<file path="config.mk">
export PLATFORM = sky130hd
export DESIGN_NAME = riscv_alu_ctrl_decode_pipe
export DESIGN_NICKNAME = d
export VERILOG_FILES = /design/src/rtl/riscv_alu_ctrl_decode_pipe.sv
export SDC_FILE = /design/constraint.sdc
export NUM_CORES = 1
export LEC_CHECK = 0
export BUFFER_PORTS_ARGS = -buffer_cell sky130_fd_sc_hd__buf_2
export CELL_PAD_IN_SITES_DETAIL_PLACEMENT = 0
export CELL_PAD_IN_SITES_GLOBAL_PLACEMENT = 1
export CORE_ASPECT_RATIO = 1.25
export CORE_MARGIN = 2
export CORE_UTILIZATION = 30
export CTS_CLUSTER_DIAMETER = 100
export DETAILED_ROUTE_END_ITERATION = 16
export PLACE_DENSITY_LB_ADDON = 0.08
export SLEW_MARGIN = 10
export SYNTH_ARGS = -nofsm -noshare
export SYNTH_HDL_FRONTEND = slang
export SYNTH_SLANG_ARGS = --single-unit
</file>
<file path="constraint.sdc">
create_clock -name clk -period 2.6 [get_ports clk]
set_clock_uncertainty 0.1 [all_clocks]
set_input_delay 0.39 -clock clk [delete_from_list [all_inputs] [get_ports clk]]
set_output_delay 0.39 -clock clk [all_outputs]
set_load 0.02 [all_outputs]
</file>
<file path="src/rtl/riscv_alu_ctrl_decode_pipe.sv">
// Purpose: RV32I(+M) ALU-control decoder held in one valid/ready pipeline register, with MUL/DIV issue stall.
// Latency: 1 cycle from accept to out_valid; decode outputs are registered.
// Backpressure: holds outputs while out_valid && !out_ready; in_ready drops while busy, on flush, or behind a held multi-cycle op.
// Ports: clk/rst (sync, active-high), flush; in_valid/in_ready + opcode/funct3/funct7 from decode;
//        out_valid/out_ready + alu_x_src/alu_y_src/alu_op/is_muldiv/illegal to execute; busy = stall counter nonzero.
module riscv_alu_ctrl_decode_pipe #(
  parameter int ALU_OP_WIDTH = 5,
  parameter int ENABLE_M     = 1,
  parameter int MUL_LATENCY  = 3,
  parameter int DIV_LATENCY  = 34,
  parameter int CNT_WIDTH    = 6
) (
  input  logic                    clk,
  input  logic                    rst,
  input  logic                    flush,
  input  logic                    in_valid,
  output logic                    in_ready,
  input  logic [6:0]              opcode,
  input  logic [2:0]              funct3,
  input  logic [6:0]              funct7,
  output logic                    out_valid,
  input  logic                    out_ready,
  output logic [1:0]              alu_x_src,
  output logic [1:0]              alu_y_src,
  output logic [ALU_OP_WIDTH-1:0] alu_op,
  output logic                    is_muldiv,
  output logic                    illegal,
  output logic                    busy
);

  localparam logic [1:0] X_REG   = 2'd0;
  localparam logic [1:0] X_PC    = 2'd1;
  localparam logic [1:0] X_ZERO  = 2'd2;
  localparam logic [1:0] Y_REG   = 2'd0;
  localparam logic [1:0] Y_IMM   = 2'd1;
  localparam logic [1:0] Y_SHAMT = 2'd2;
  localparam logic [1:0] Y_FOUR  = 2'd3;

  localparam logic [4:0] OP_ADD     = 5'd0;
  localparam logic [4:0] OP_SUB     = 5'd1;
  localparam logic [4:0] OP_SLL     = 5'd2;
  localparam logic [4:0] OP_SLT     = 5'd3;
  localparam logic [4:0] OP_SLTU    = 5'd4;
  localparam logic [4:0] OP_XOR     = 5'd5;
  localparam logic [4:0] OP_SRL     = 5'd6;
  localparam logic [4:0] OP_SRA     = 5'd7;
  localparam logic [4:0] OP_OR      = 5'd8;
  localparam logic [4:0] OP_AND     = 5'd9;
  localparam logic [4:0] OP_INVALID = 5'd31;

  localparam logic [6:0] OPC_LUI    = 7'h37;
  localparam logic [6:0] OPC_AUIPC  = 7'h17;
  localparam logic [6:0] OPC_JAL    = 7'h6F;
  localparam logic [6:0] OPC_JALR   = 7'h67;
  localparam logic [6:0] OPC_BRANCH = 7'h63;
  localparam logic [6:0] OPC_LOAD   = 7'h03;
  localparam logic [6:0] OPC_STORE  = 7'h23;
  localparam logic [6:0] OPC_IMM    = 7'h13;
  localparam logic [6:0] OPC_REG    = 7'h33;
  localparam logic [6:0] OPC_FENCE  = 7'h0F;
  localparam logic [6:0] OPC_SYSTEM = 7'h73;

  // Only classes that actually take more than one cycle stall issue.
  localparam bit MUL_MULTI = (MUL_LATENCY > 1);
  localparam bit DIV_MULTI = (DIV_LATENCY > 1);

  logic                    r_out_valid;
  logic [1:0]              r_x_src;
  logic [1:0]              r_y_src;
  logic [ALU_OP_WIDTH-1:0] r_op;
  logic                    r_muldiv;
  logic                    r_illegal;
  logic [CNT_WIDTH-1:0]    r_busy_cnt;

  logic [1:0] w_x_src;
  logic [1:0] w_y_src;
  logic [4:0] w_op;
  logic       w_illegal;
  logic       w_held_mul;
  logic       w_held_div;
  logic       w_held_multi;
  logic       w_accept;
  logic       w_handshake;
  logic       w_cnt_zero;

  // funct3 -> base op, ignoring the funct7 alternate (SUB/SRA) encodings.
  function automatic logic [4:0] base_op(input logic [2:0] f3);
    case (f3)
      3'b000:  base_op = OP_ADD;
      3'b001:  base_op = OP_SLL;
      3'b010:  base_op = OP_SLT;
      3'b011:  base_op = OP_SLTU;
      3'b100:  base_op = OP_XOR;
      3'b101:  base_op = OP_SRL;
      3'b110:  base_op = OP_OR;
      default: base_op = OP_AND;
    endcase
  endfunction

  always_comb begin
    w_x_src   = X_REG;
    w_y_src   = Y_REG;
    w_op      = OP_INVALID;
    w_illegal = 1'b0;
    case (opcode)
      OPC_LUI: begin
        w_x_src = X_ZERO;
        w_y_src = Y_IMM;
        w_op    = OP_ADD;
      end
      OPC_AUIPC: begin
        w_x_src = X_PC;
        w_y_src = Y_IMM;
        w_op    = OP_ADD;
      end
      OPC_JAL, OPC_JALR: begin
        w_x_src = X_PC;
        w_y_src = Y_FOUR;
        w_op    = OP_ADD;
      end
      OPC_BRANCH: begin
        w_op = OP_SUB;
      end
      OPC_LOAD, OPC_STORE: begin
        w_y_src = Y_IMM;
        w_op    = OP_ADD;
      end
      OPC_IMM: begin
        // funct7 only carries meaning for the shift-immediate forms.
        w_y_src = (funct3 == 3'b001 || funct3 == 3'b101) ? Y_SHAMT : Y_IMM;
        w_op    = base_op(funct3);
        if (funct3 == 3'b001 && funct7 != 7'h00) begin
          w_illegal = 1'b1;
        end else if (funct3 == 3'b101) begin
          if (funct7 == 7'h20) begin
            w_op = OP_SRA;
          end else if (funct7 != 7'h00) begin
            w_illegal = 1'b1;
          end
        end
      end
      OPC_REG: begin
        if (funct7 == 7'h00) begin
          w_op = base_op(funct3);
        end else if (funct7 == 7'h20 && funct3 == 3'b000) begin
          w_op = OP_SUB;
        end else if (funct7 == 7'h20 && funct3 == 3'b101) begin
          w_op = OP_SRA;
        end else if (funct7 == 7'h01 && ENABLE_M != 0) begin
          w_op = {2'b10, funct3};
        end else begin
          w_illegal = 1'b1;
        end
      end
      OPC_FENCE, OPC_SYSTEM: begin
        // No ALU work; defaults (REG, REG, INVALID) with illegal clear.
      end
      default: begin
        w_illegal = 1'b1;
      end
    endcase
    if (w_illegal) begin
      w_x_src = X_REG;
      w_y_src = Y_REG;
      w_op    = OP_INVALID;
    end
  end

  assign w_held_mul   = (r_op >= ALU_OP_WIDTH'(16)) && (r_op <= ALU_OP_WIDTH'(19));
  assign w_held_div   = (r_op >= ALU_OP_WIDTH'(20)) && (r_op <= ALU_OP_WIDTH'(23));
  assign w_held_multi = (w_held_mul && MUL_MULTI) || (w_held_div && DIV_MULTI);
  assign w_cnt_zero   = (r_busy_cnt == '0);

  // A held multi-cycle op blocks same-cycle refill so the stall counter
  // starts before anything else can issue behind it.
  assign in_ready    = !flush && w_cnt_zero && (!r_out_valid || (out_ready && !w_held_multi));
  assign w_accept    = in_valid && in_ready;
  assign w_handshake = r_out_valid && out_ready;

  always_ff @(posedge clk) begin
    if (rst) begin
      r_out_valid <= 1'b0;
      r_x_src     <= X_REG;
      r_y_src     <= Y_REG;
      r_op        <= ALU_OP_WIDTH'(OP_INVALID);
      r_muldiv    <= 1'b0;
      r_illegal   <= 1'b0;
      r_busy_cnt  <= '0;
    end else if (flush) begin
      r_out_valid <= 1'b0;
      r_busy_cnt  <= '0;
    end else begin
      if (w_accept) begin
        r_out_valid <= 1'b1;
        r_x_src     <= w_x_src;
        r_y_src     <= w_y_src;
        r_op        <= ALU_OP_WIDTH'(w_op);
        r_muldiv    <= (w_op[4:3] == 2'b10);
        r_illegal   <= w_illegal;
      end else if (w_handshake) begin
        r_out_valid <= 1'b0;
      end

      if (w_handshake && w_held_mul) begin
        r_busy_cnt <= CNT_WIDTH'(MUL_LATENCY - 1);
      end else if (w_handshake && w_held_div) begin
        r_busy_cnt <= CNT_WIDTH'(DIV_LATENCY - 1);
      end else if (!w_cnt_zero) begin
        r_busy_cnt <= r_busy_cnt - 1'b1;
      end
    end
  end

  assign out_valid = r_out_valid;
  assign alu_x_src = r_x_src;
  assign alu_y_src = r_y_src;
  assign alu_op    = r_op;
  assign is_muldiv = r_muldiv;
  assign illegal   = r_illegal;
  assign busy      = !w_cnt_zero;

endmodule

</file>
Yosys cells after proc, flatten, opt, wreduce, memory -nomap -nowiden

Index checks and enable logic that the tools add are counted.

Bits in registers: 18
Output and inout bits: 14

$add $sub $neg: 1
Magnitude comparators: 4
Eq/ne operators: 22
Multiplexer cells: 29
Bitwise operators: 1
Reductions and logical operators: 33

Operators with widths:

| cell               | count |
|---|---|
| $eq 7x6->1 const B | 4 |
| $eq 7x7->1 const B | 4 |
| $pmux 4 s7         | 1 |
| $mux 5             | 4 |
| $pmux 5 s4         | 1 |
| $mux 4             | 4 |
| $eq 7x5->1 const B | 2 |
| $logic_and 1x1->1  | 12 |
| $mux 6             | 2 |
| $ge 5x5->1 const B | 2 |
| $le 5x5->1 const B | 2 |
| $mux 1             | 10 |
| $eq 3x3->1 const B | 3 |
| $reduce_or 9->1    | 1 |
| $mux 2             | 4 |
| $reduce_or 4->1    | 2 |
| $eq 7x1->1 const B | 1 |
| $eq 7x2->1 const B | 1 |
| $eq 7x4->1 const B | 1 |
| $logic_not 7->1    | 1 |
| $reduce_bool 7->1  | 1 |
| $eq 3x2->1 const B | 2 |
| $logic_not 6->1    | 1 |
| $pmux 2 s3         | 1 |
| 16 further kinds   | 23 |

Depth between registers and ports, before layout

Depth in word-level cells: 9
Depth in mapped cells: 8

Least setup slack after synthesis

Ideal clock, no wire load.

Kind: reg-to-output
From: register r_busy_cnt[0]
To: output in_ready
Arrival time: 1.879 ns
Data required time: 2.110 ns
Setup slack: 0.231 ns
Cell stages (with the launch flop): 7
Path buffers: 1
Path through: dfxtp_1 > inv_1 > ha_1 > or3b_1 > nand2b_1 > clkbuf_1 > nor3b_1

Longest elaborated chain between the ends: 3

Ends and longest elaborated chain:

| item                            | line | text |
|---|---|---|
| start: declaration              | 73   | `logic [CNT_WIDTH-1:0] r_busy_cnt;` |
| start signal: assignment        | 205  | `r_busy_cnt <= CNT_WIDTH'(MUL_LATENCY - 1);` |
| start signal: assignment        | 207  | `r_busy_cnt <= CNT_WIDTH'(DIV_LATENCY - 1);` |
| start signal: assignment        | 209  | `r_busy_cnt <= r_busy_cnt - 1'b1;` |
| $logic_not 6->1                 | 172  | `assign w_cnt_zero = (r_busy_cnt == '0);` |
| $logic_and 1x1->1 (2 in series) | 176  | `assign in_ready = !flush && w_cnt_zero && (!r_out_valid \|\| (out_ready && !w_held_multi));` |
| end: declaration                | 17   | `output logic in_ready,` |

Every way passes these cells.

Worst setup path in the final report

Same ends and word-level chain as after synthesis.

==> impl_metrics.tcl <==
set metrics [dict create \
    cts-htree-levels 1 \
    slew_headroom 0.708 \
    synth_top_area_share 0.272 \
    n_antenna_cell 0 \
    clock.fmax_mhz 413 \
    ys.flop_type "sky130_fd_sc_hd__dfxtp_1" \
    yosys.cell_count.top_type "sky130_fd_sc_hd__dfxtp_1" \
    cp_max_fo 5 \
    grt_pass1_vias 1305 \
    clk_pin_slew_ps 70 \
    layout.cells.non_filler 252 \
    synth-edff-count 0 \
    detailed_place_hpwl_microns 2890 \
    synth_cell_types 51 \
    outcome "finished, final reports clean" \
    routed-via-count 1320 \
    period_minus_slack_ps 2420 \
    final_hold_viol_count 0 \
    r2r_setup_slack_ps 250 \
    hold_depth 2 \
    portBuffers 35 \
    netlist_area_sq_um 1320 \
    row_count 27 \
    route.final.wire_length_microns 3610 \
    synth.largest_area_cell "sky130_fd_sc_hd__dfxtp_1" \
    powerDensity_nw_per_um2 728 \
    postCtsSetupRepairBufs 0 \
    p_sw_uw 454 \
    layout-drive-gt1-share 0.253 \
    core_area_sq_um 4320 \
    cts_root_buf "sky130_fd_sc_hd__clkbuf_8" \
    cts.hold.buffers_added 0 \
    min-delay-start "flush" \
    vdd_drop_max_uv 547 \
    vias_per_cell 5.24 \
    post-place-cells 248 \
    clk_path_buf_depth 2 \
    transition_time_of_the_tightest_slew_check_pin_ps 435 \
    end_of_the_worst_register_to_register_path "alu_op[4]" \
    critPathArrivalTime_ps 1930 \
    areaGrowthSynthToFinish_pct 20.6 \
    power.leakage_uw 0.000610 \
    route.detailed.wl_per_inst_microns 14.3 \
    ant_nets 0 \
    fin_setup_tns_ps 0 \
    final_core_util 0.369 \
    criticalPathCategory "flop to output port" \
    grt_pass1_wl_microns 6140 \
    synthesis.yosys.warnings 0 \
    ys_seq_area_frac 0.272 \
    timing.final.setup_violations 0 \
    cap_viol_max_count 0 \
    clock-sinks 18 \
    grt-ovfl-total 0 \
    timing.rr.start "r_busy_cnt[0]" \
    initial_util 0.306 \
    drt_first_pass_iters 5 \
    grt_start_max_net_pins 14 \
    critPathLaunch "r_busy_cnt[0]" \
    clock_insertion_delay_at_the_later_pin_of_the_skew_report_ps 260 \
    grt_antenna_before_repair 0 \
    die_area_sq_um 4960 \
    boundaryPins 36 \
    design_power_total_uw 1160 \
    worst_hold_path.endpoint "r_busy_cnt[1]" \
    drt_iter0_drc 127 \
    power.share.sequential 0.303 \
    syn_avg_cell_area_sq_um 8.11 \
    clockPowerShare 0.195 \
    cts-resized-gates 0 \
    p_int_uw 707 \
    end_kind "output port" \
    track_usage 0.151 \
    cts_tree "yes" \
    min-delay-path-class "primary input to flop" \
    synth-seq-cells 18 \
    finalCritPeriodShare 0.931 \
    rsz0062_at_grt "no" \
    worst-endpoint-required_ps 2110 \
    cts_made_buffers 3 \
    synth.net_count 186 \
    routabilityCongestion 0.838 \
    rr_worst_depth 7 \
    post_synth_inst_count 163 \
    comb_power_share 0.502 \
    postSynth.asyncResetShare 0 \
    die-width_microns 63.4 \
    yosys-top-cells-count "18 x sky130_fd_sc_hd__dfxtp_1, 16 x sky130_fd_sc_hd__nor2_1, 12 x sky130_fd_sc_hd__nand2_1, 7 x sky130_fd_sc_hd__a21oi_1, 7 x sky130_fd_sc_hd__nor3_1" \
    slew_viol_final 0 \
    sw_frac_of_total 0.391 \
    worst_setup_path_start_kind "flop" \
    synth.top_cells.by_area "sky130_fd_sc_hd__dfxtp_1 27%, sky130_fd_sc_hd__nor2_1 4.5%, sky130_fd_sc_hd__nand2_1 3.4%" \
    die_height_microns 78.2 \
    finish.net_count 218 \
    route.detailed.drc 0 \
]
==> sequential cells by signal (all words and copies together), names as in the netlist <==
name	count
r_busy_cnt	6
is_muldiv	1
out_valid	1
alu_op	5
alu_y_src	2
illegal	1
alu_x_src	2
==> how the worst max path moves through the flow <==
stage	to	slack, ps	depth (start not counted)
after floorplan	in_ready	230	6
after global placement	alu_op[4]	380	7
after detailed placement	alu_op[4]	280	7
after CTS	in_ready	150	6
after global routing	in_ready	40	6
final	in_ready	180	6
==> worst max-delay path: stages, from the launching register on <==
cell	delay, ps
sky130_fd_sc_hd__dfxtp_1	310
sky130_fd_sc_hd__inv_1	80
sky130_fd_sc_hd__ha_1	200
sky130_fd_sc_hd__or3b_1	400
sky130_fd_sc_hd__nand2b_1	270
sky130_fd_sc_hd__nor3b_1	230
sky130_fd_sc_hd__buf_2	190
==> metal layers <==
metal  vias to the layer above  GRT usage  share of wire
met5                         -          0              0
met4                         0     0.0674          0.019
met3                         7     0.0215          0.051
met2                        35      0.262           0.50
met1                       604      0.184           0.43
li1                        674          -              -
==> per-stage QoR <==
stage | cell area (sq um) | setup WS (ps) | hold WS, ps
2_1_floorplan | 1320 | 231 | 369
3_3_place_gp | 1540 | 382 | 340
3_5_place_dp | 1540 | 282 | 354
4_1_cts | 1600 | 148 | 281
5_1_grt | 1600 | 35.5 | 300
6_report | 1600 | 179 | 276
==> logic make-up (layout without fill, tap and decap cells) <==
kind of cell,after synthesis,after routing,synth area share
AND/OR/NAND/NOR,70,70,0.307
AO/OA/AOI/OAI,49,49,0.296
flip-flops,18,18,0.272
buffers and inverters,15,46,0.0454
XOR/XNOR,6,6,0.0397
multiplexers,4,4,0.0303
adder cells (fa/ha/maj),1,1,0.00946
==> power by group through the flow <==
stage	logic, uW	registers (uW)	clock network [uW]
5_1_grt	654	357	245
6_report	583	351	227
3_5_place_dp	588	357	0
4_1_cts	593	352	234
3_3_place_gp	587	356	0
2_1_floorplan	450	364	0
==> final cells by class <==
cell class              count  area, sq um
clock buffers               4         55.1
fillers                   486         2730
inverters                   6         22.5
multi-input cells         130          902
flip-flops and latches     18          360
well taps                  58         72.6
repair buffers             36          183
==> placed cells by master, fill, tap and decap left out, types with 3 or more instances in the layout <==
master and count:
sky130_fd_sc_hd__a211oi_1 4, sky130_fd_sc_hd__a21oi_1 7, sky130_fd_sc_hd__a22oi_1 3, sky130_fd_sc_hd__a2bb2oi_1 4, sky130_fd_sc_hd__a31oi_1 3, sky130_fd_sc_hd__and2_1 3
sky130_fd_sc_hd__buf_2 35, sky130_fd_sc_hd__clkbuf_8 4, sky130_fd_sc_hd__dfxtp_1 18, sky130_fd_sc_hd__inv_1 6, sky130_fd_sc_hd__mux2i_1 4, sky130_fd_sc_hd__nand2_1 12
sky130_fd_sc_hd__nand2b_1 5, sky130_fd_sc_hd__nand3_1 4, sky130_fd_sc_hd__nand4_1 3, sky130_fd_sc_hd__nor2_1 16, sky130_fd_sc_hd__nor2b_1 3, sky130_fd_sc_hd__nor3_1 7
sky130_fd_sc_hd__o21ai_0 6, sky130_fd_sc_hd__xnor2_1 4
No activity file was read; power rests on OpenSTA's default activity.
